<file path="config.mk">
export PLATFORM = sky130hd
export DESIGN_NAME = pipe_skid_stage
export DESIGN_NICKNAME = d
export VERILOG_FILES = /design/src/rtl/pipe_skid_stage.sv
export SDC_FILE = /design/constraint.sdc
export NUM_CORES = 1
export LEC_CHECK = 0
export CAP_MARGIN = 10
export CELL_PAD_IN_SITES_DETAIL_PLACEMENT = 1
export CELL_PAD_IN_SITES_GLOBAL_PLACEMENT = 2
export CORE_UTILIZATION = 35
export DETAILED_ROUTE_END_ITERATION = 7
export MAX_ROUTING_LAYER = met4
export PLACE_DENSITY = 0.88
export SLEW_MARGIN = 40
export SYNTH_ARGS = -nofsm -noshare
export SYNTH_HDL_FRONTEND = slang
export SYNTH_SLANG_ARGS = --single-unit
export TNS_END_PERCENT = 1
</file>
<file path="constraint.sdc">
create_clock -name clk -period 3.1 [get_ports clk]
set_input_delay 0.31 -clock clk [delete_from_list [all_inputs] [get_ports clk]]
set_output_delay 0.31 -clock clk [all_outputs]
set_load 0.02 [all_outputs]
</file>
<file path="src/rtl/pipe_skid_stage.sv">
// pipe_skid_stage: elastic valid/ready pipeline stage with a main+skid buffer
//   clk        rising-edge clock
//   reset      asynchronous active-low reset
//   flush      synchronous flush; empties the stage, drops any word offered that cycle
//   in_valid   upstream word present
//   in_data    upstream payload
//   in_ready   stage can accept (registered)
//   out_valid  word available downstream (registered)
//   out_data   downstream payload, always the main entry
//   out_ready  downstream accepts this cycle
//   occupancy  entries held: 0, 1 or 2
module pipe_skid_stage #(
  parameter int WIDTH = 32
) (
  input  logic             clk,
  input  logic             reset,
  input  logic             flush,
  input  logic             in_valid,
  input  logic [WIDTH-1:0] in_data,
  output logic             in_ready,
  output logic             out_valid,
  output logic [WIDTH-1:0] out_data,
  input  logic             out_ready,
  output logic [1:0]       occupancy
);
  typedef enum logic [1:0] {EMPTY = 2'd0, BUSY = 2'd1, FULL = 2'd2} state_t;
  state_t state, state_next;
  logic [WIDTH-1:0] main_q, skid_q;
  logic in_fire, out_fire, main_load, skid_load;
  assign in_fire   = in_valid & in_ready;
  assign out_fire  = out_valid & out_ready;
  assign out_data  = main_q;
  assign occupancy = state;
  always_comb begin
    state_next = state;
    main_load  = 1'b0;
    skid_load  = 1'b0;
    if (state == EMPTY) begin
      state_next = in_fire ? BUSY : EMPTY;
      main_load  = in_fire;
    end else if (state == BUSY) begin
      state_next = (in_fire & ~out_fire) ? FULL : (~in_fire & out_fire) ? EMPTY : BUSY;
      main_load  = in_fire & out_fire;
      skid_load  = in_fire & ~out_fire;
    end else if (state == FULL) begin
      state_next = out_fire ? BUSY : FULL;
      main_load  = out_fire;
    end else begin
      state_next = EMPTY;
    end
    if (flush) begin
      state_next = EMPTY;
      main_load  = 1'b0;
      skid_load  = 1'b0;
    end
  end
  // Handshake outputs are decoded from the next state and registered so no
  // combinational path runs from out_ready to in_ready.
  always_ff @(posedge clk or negedge reset) begin
    if (!reset) begin
      state     <= EMPTY;
      in_ready  <= 1'b1;
      out_valid <= 1'b0;
      main_q    <= '0;
      skid_q    <= '0;
    end else begin
      state     <= state_next;
      in_ready  <= state_next != FULL;
      out_valid <= state_next != EMPTY;
      if (main_load) main_q <= (state == FULL) ? skid_q : in_data;
      if (skid_load) skid_q <= in_data;
    end
  end
endmodule

</file>
==> qor.tcl, run 1 <==
set qor(status) {complete, no violations}
set qor(via_per_inst) 5.324
set qor(tns_ns) 0
set qor(num-nets-final) 311
set qor(ant_nets) 0
set qor(mostFrequentLayoutCells) {sky130_fd_sc_hd__clkdlybuf4s50_1, sky130_fd_sc_hd__dfrtp_1, sky130_fd_sc_hd__o22ai_1, sky130_fd_sc_hd__mux2_2, sky130_fd_sc_hd__a2bb2oi_1}
set qor(place.gp.congestion) 0.7089
set qor(irDropWorstVdd_mv) 0.2562
set qor(ys_seq_area_frac) 0.6017
set qor(timing.final.crit_share) 0.6647
set qor(clock_period_minus_worst_slack_ns) 2.061
set qor(arrival_ns) 2.31
set qor(layout.cells.most_common) {sky130_fd_sc_hd__clkdlybuf4s50_1}
set qor(timing.final.setup_violations) 0
set qor(count_of_unresolved_drc_violations_after_routing) 0
set qor(drv_slew) 0
set qor(max_clock_freq_mhz) 485.3
set qor(setup.reg_to_reg.worst_slack_ns) 1.04
set qor(dpl.hpwl_mm) 4.605
set qor(total_leakage_power_uw) 0.001547
set qor(fraction_of_post_synthesis_cell_area_in_the_top_cell_type_by_area) 0.5924
set qor(p_per_area_mw_per_mm2) 797.6
set qor(via_count_of_the_first_global_routing_pass) 2139
set qor(fraction_of_layout_cells_with_a_size_suffix_above_1) 0.2374
set qor(synthDominantAreaCellType) {sky130_fd_sc_hd__dfrtp_1}
set qor(ctsRootBufferMaster) {sky130_fd_sc_hd__clkbuf_8}
set qor(global_route_wire_length_before_repair_mm) 11.40
set qor(synth.ff_latch_count) 68
set qor(post_synth_main_area_contributors) {sky130_fd_sc_hd__dfrtp_1, sky130_fd_sc_hd__mux2_2, sky130_fd_sc_hd__a2bb2oi_1}
set qor(antenna_diode_count) 0
set qor(critical_path_required_ns) 3.35
set qor(drt-total-wl_mm) 6.918
set qor(post-cts-setup-buffers) 0
set qor(postSynthAreaPerCell_um2) 14.37
set qor(cts_max_path_buffers) 2
set qor(r2r.worst_path.cells) 4
set qor(final_core_utilization) 0.4908
set qor(maximum_number_of_pins_on_one_net_before_global_route_repair) 35
set qor(global_route.usage.total) 0.1825
set qor(syn-instance-count) 197
set qor(timing.hold.worst.class) {input pin to async pin}
set qor(initial_core_utilization) 0.3644
set qor(area_delta_synth_final_pct) 34.70
set qor(clock_latency_ns) 0.33
set qor(clock_skew_ns) 0.008480
set qor(slew_headroom) 0.6955
set qor(total_clock_buffers_created_by_cts) 9
set qor(syn_area_mm2) 0.002830
set qor(initialDrtViolationCount) 109
set qor(worstReg2RegStart) {in_ready$_DFF_PN1_}
set qor(largest_fanout_on_the_critical_path) 34
set qor(antenna_found_initial) 0
set qor(max_cap_viol_count) 0
set qor(cp-startpoint) {in_ready$_DFF_PN1_}
set qor(critical_path.endpoint_type) {flip-flop}
set qor(worst_slew_pin_slew_ns) 0.4568
set qor(detail_route.wl_per_cell_um) 18.21
set qor(tritoncts_clock_tree) {yes}
set qor(cts.sinks) 68
set qor(distinct_cells_synth) 27
set qor(yosysWarnings) 0
set qor(synth.net_count) 234
set qor(timing_worst_setup_path_type) {flip-flop to flip-flop}
set qor(clkTransAtPathRegs_ns) 0.07
set qor(timing.critical_path.from_type) {flip-flop}
set qor(port_buffers) 72
set qor(drtPass1Iterations) 4
set qor(ios) 73
set qor(layout.filler_cells) 810
set qor(destination_of_the_worst_register_to_register_timing_path) {out_data[20]$_DFFE_PN0P_}
set qor(fp-row-count) 32
set qor(detailroute.via_count) 2023
set qor(die_x_um) 91.93
set qor(hold_viol) 0
set qor(die_h_um) 91.93
set qor(fp.dieArea_mm2) 0.008450
set qor(gr-total-overflow) 0
set qor(cts_htree_levels) 3
set qor(postCtsResizedCells) 0
set qor(core_area_mm2) 0.007767
set qor(grt_setup_unrepaired) {no}
-- flip-flops by register name (all words and copies together), names as in the netlist --
name / flops
out_data: 32
in_ready: 1
skid_q: 32
out_valid: 1
occupancy: 2
-- area by class of cell --
| class | count | area [µm²] | area share |
|---|---|---|---|
| flip-flops and latches | 68 | 1703 | 0.4467 |
| inverters | 1 | 3.754 | 0.0009846 |
| multi-input cells | 112 | 1035 | 0.2714 |
| clock buffers | 12 | 135.1 | 0.03544 |
| repair buffers | 82 | 793.3 | 0.2081 |
| clock inverters | 3 | 15.01 | 0.003938 |
| well taps | 102 | 127.6 | 0.03348 |
-- per-stage QoR --
| step | power [µW] | hold slack (ns) | setup WS [ns] | cell area, µm² | cells |
|---|---|---|---|---|---|
| global placement | 2426 | 0.2766 | 0.7364 | 3652 | 364 |
| finish | 3041 | 0.4665 | 1.039 | 3812 | 380 |
| detailed placement | 2470 | 0.2872 | 0.7050 | 3652 | 364 |
| floorplan | 1980 | 0.01441 | 1.502 | 2830 | 197 |
| CTS | 3074 | 0.4757 | 1.007 | 3812 | 380 |
| global route | 3211 | 0.4892 | 0.9085 | 3812 | 380 |
-- Yosys cell counts (all sizes together) --
library cell	count
nand2b	1
mux2	32
nor4bb	1
nor3b	1
o21ai	1
o22ai	32
dfrtp	67
dfstp	1
clkbuf	6
nand4	1
and4bb	1
nand3	1
or3b	1
a221oi	2
o21a	1
a21oi	1
buf	10
a2bb2oi	32
or2	1
nand3b	1
nand2	1
a211oi	1
inv	1
-- repair_timing --
item                                   in CTS  in global routing
hold buffers                                1                  0
endpoints found under the hold margin      16                  0
setup endpoints to repair                   0                  0
-- cell families (layout without fill, tap and decap cells) --
| group | Yosys count | count (layout) | share of synthesized area |
|---|---|---|---|
| muxes | 32 | 32 | 0.1273 |
| DFF | 68 | 68 | 0.6017 |
| and+or+nand+nor | 10 | 10 | 0.03051 |
| buffers and inverters | 17 | 98 | 0.03846 |
| AOI/OAI and AO/OA | 70 | 70 | 0.2020 |
-- routing by layer --
metal / vias to the layer above / share of wire / routed length [µm] / track usage
li1: 919 / - / - / -
met1: 1036 / 0.49 / 3370 / 0.2489
met2: 58 / 0.45 / 3130 / 0.2643
met3: 10 / 0.042 / 293 / 0.03648
met4: 0 / 0.018 / 123 / 0.07943
met5: - / 0 / 0 / -
-- critical path, stage by stage (launching register included) --
cell and delay, ns:
sky130_fd_sc_hd__dfstp_2 0.60, sky130_fd_sc_hd__nand3b_4 0.39, sky130_fd_sc_hd__a221oi_4 0.43, sky130_fd_sc_hd__buf_4 0.33
sky130_fd_sc_hd__a2bb2oi_1 0.21
-- where the power goes --
group / internal (µW) / total (µW) / leakage (µW) / switching (µW)
registers: 1210 / 1400 / 0.000789 / 190
logic: 593 / 1050 / 0.000678 / 456
clock network: 283 / 590 / 0.0000800 / 307
-- worst max path at each step --
stage	endpoint	slack, ns	cells past startpoint
finish	out_data[20]$_DFFE_PN0P_	1.04	4
global route	out_data[20]$_DFFE_PN0P_	0.91	4
CTS	out_data[20]$_DFFE_PN0P_	1.01	4
detailed placement	out_data[17]$_DFFE_PN0P_	0.71	5
global placement	out_data[26]$_DFFE_PN0P_	0.74	5
floorplan	out_data[10]$_DFFE_PN0P_	1.50	5
No activity file was read; power rests on OpenSTA's default activity.
==> run 2: changes to the inputs <==
- CORE_UTILIZATION: 35 -> 33
- PLACE_DENSITY: 0.88 -> 0.84
- clock period: 3.1 -> 2 ns (I/O delays scaled with it)
==> qor.tcl, run 2 (synthesized netlist as in run 1, its figures left out) <==
set qor(status) {complete, no violations}
set qor(critical_path_required_ns) 1.80
set qor(p_per_area_mw_per_mm2) 1294
set qor(num-nets-final) 315
set qor(clock_latency_ns) 0.35
set qor(via_count_of_the_first_global_routing_pass) 2166
set qor(critical_path.endpoint_type) {output port}
set qor(layout.cells.most_common) {sky130_fd_sc_hd__clkdlybuf4s50_1}
set qor(ant_nets) 0
set qor(core_area_mm2) 0.008258
set qor(final_core_utilization) 0.4764
set qor(initial_core_utilization) 0.3427
set qor(clock_skew_ns) 0.01284
set qor(maximum_number_of_pins_on_one_net_before_global_route_repair) 69
set qor(gr-total-overflow) 0
set qor(via_per_inst) 5.139
set qor(count_of_unresolved_drc_violations_after_routing) 0
set qor(cp_top_family) {buffers and inverters}
set qor(cts.sinks) 68
set qor(hold_viol) 0
set qor(die_x_um) 94.61
set qor(ctsRootBufferMaster) {sky130_fd_sc_hd__clkbuf_8}
set qor(max_cap_viol_count) 0
set qor(dpl.hpwl_mm) 4.501
set qor(clkTransAtPathRegs_ns) 0.09
set qor(fp.dieArea_mm2) 0.008951
set qor(fraction_of_layout_cells_with_a_size_suffix_above_1) 0.2650
set qor(antenna_diode_count) 0
set qor(ios) 73
set qor(die_h_um) 94.61
set qor(cts_max_path_buffers) 2
set qor(detail_route.wl_per_cell_um) 18.02
set qor(timing_worst_setup_path_type) {flip-flop to output port}
set qor(post_dp_cell_area_mm2) 0.003701
set qor(post_layout_nonfiller_instances) 388
set qor(max_clock_freq_mhz) 572.3
set qor(global_route.usage.total) 0.1774
set qor(total_clock_buffers_created_by_cts) 9
set qor(drtPass1Iterations) 4
set qor(global_route_wire_length_before_repair_mm) 11.50
set qor(cts_htree_levels) 3
set qor(irDropWorstVdd_mv) 0.5450
set qor(place.gp.congestion) 0.7332
set qor(timing.critical_path.from_type) {flip-flop}
set qor(total_leakage_power_uw) 0.001601
set qor(largest_fanout_on_the_critical_path) 5
set qor(timing.final.setup_violations) 0
set qor(worstPathCellList) {clkdlybuf4s50_1}
set qor(initialDrtViolationCount) 52
set qor(timing.final.crit_share) 0.8736
set qor(area_delta_synth_final_pct) 38.99
set qor(stdcell_area_mm2) 0.003934
set qor(worst_slew_pin_slew_ns) 0.3978
set qor(arrival_ns) 1.55
set qor(tritoncts_clock_tree) {yes}
set qor(slew_headroom) 0.7342
set qor(port_buffers) 72
set qor(post-cts-setup-buffers) 0
set qor(drt-total-wl_mm) 6.991
set qor(fp-row-count) 33
set qor(antenna_found_initial) 0
set qor(drv_slew) 0
set qor(grt_setup_unrepaired) {no}
set qor(power.total_uw) 5091
set qor(tns_ns) 0
set qor(post-place-cells) 371
set qor(timing.hold.worst.class) {input pin to async pin}
set qor(detailroute.via_count) 1994
set qor(cpPeakStageDelay_ns) 0.62
set qor(clock_period_minus_worst_slack_ns) 1.747
set qor(mostFrequentLayoutCells) {sky130_fd_sc_hd__clkdlybuf4s50_1, sky130_fd_sc_hd__dfrtp_1, sky130_fd_sc_hd__o22ai_1, sky130_fd_sc_hd__mux2_2, sky130_fd_sc_hd__a2bb2oi_1}
set qor(path_buf_inv) 1
set qor(crit_path_top_delay_cell) {sky130_fd_sc_hd__clkdlybuf4s50_1}
-- run 2: cell types whose count changed in the layout (fill, tap and decap cells not counted), sizes merged --
cell	change
buf	+4
bufinv	+2
clkbuf	-3
clkinvlp	+1
inv	+1
-- run 2: power breakdown --
group          internal (µW)  switching [µW]  leakage (µW)  total [µW]
Clock                    708             563      0.000110        1270
Sequential              1880             296      0.000789        2170
Combinational            934             712      0.000702        1650
-- run 2: worst reg2reg max path, stage by stage, from the launching register on --
cell                        delay, ns
sky130_fd_sc_hd__dfrtp_1         0.47
sky130_fd_sc_hd__or2_0           0.35
sky130_fd_sc_hd__a221oi_4        0.31
sky130_fd_sc_hd__buf_4           0.32
sky130_fd_sc_hd__a2bb2oi_1       0.21
-- run 2: repair_timing --
action | 4_1_cts | 5_1_grt
endpoints found under the hold margin | 67 | 0
gates resized for setup | 0 | 0
hold buffers | 1 | 0
-- run 2: through the flow --
step,setup slack [ns],hold WS [ns]
final,0.2527,0.3970
after CTS,0.2262,0.4123
after detailed placement,0.1412,0.2542
after global placement,0.1935,0.2504
after global routing,0.1359,0.4367
after floorplan,0.4018,-0.09559
-- run 2: final timing paths --
path | start | end | slack, ns | depth (start not counted)
worst max-delay path | in_ready$_DFF_PN1_ | in_ready | 0.25 | 1
worst min-delay path | reset | out_data[11]$_DFFE_PN0P_ | 0.40 | 3
worst max register to register | occupancy[1]$_DFF_PN0_ | out_data[3]$_DFFE_PN0P_ | 0.27 | 4
worst min register to register | skid_q[30]$_DFFE_PN0P_ | skid_q[30]$_DFFE_PN0P_ | 0.51 | 1
max in group asynchronous | reset | in_ready$_DFF_PN1_ | 1.28 | 3
min in group clk | in_data[25] | skid_q[25]$_DFFE_PN0P_ | 0.50 | 2
-- run 2: per-layer routing --
layer  global-route usage  share of wire
met1               0.2365           0.48
met2               0.2662           0.47
met3              0.04267          0.041
met4              0.05682         0.0039
met5                    -              0
-- run 2: final cells by class --
cell class / count / area (µm²)
flip-flops and latches: 68 / 1703
clock buffers: 9 / 123.9
repair buffers: 86 / 835.8
multi-input cells: 112 / 1037
clock inverters: 7 / 98.84
well taps: 105 / 131.4
fillers: 860 / 4324
inverters: 1 / 3.754
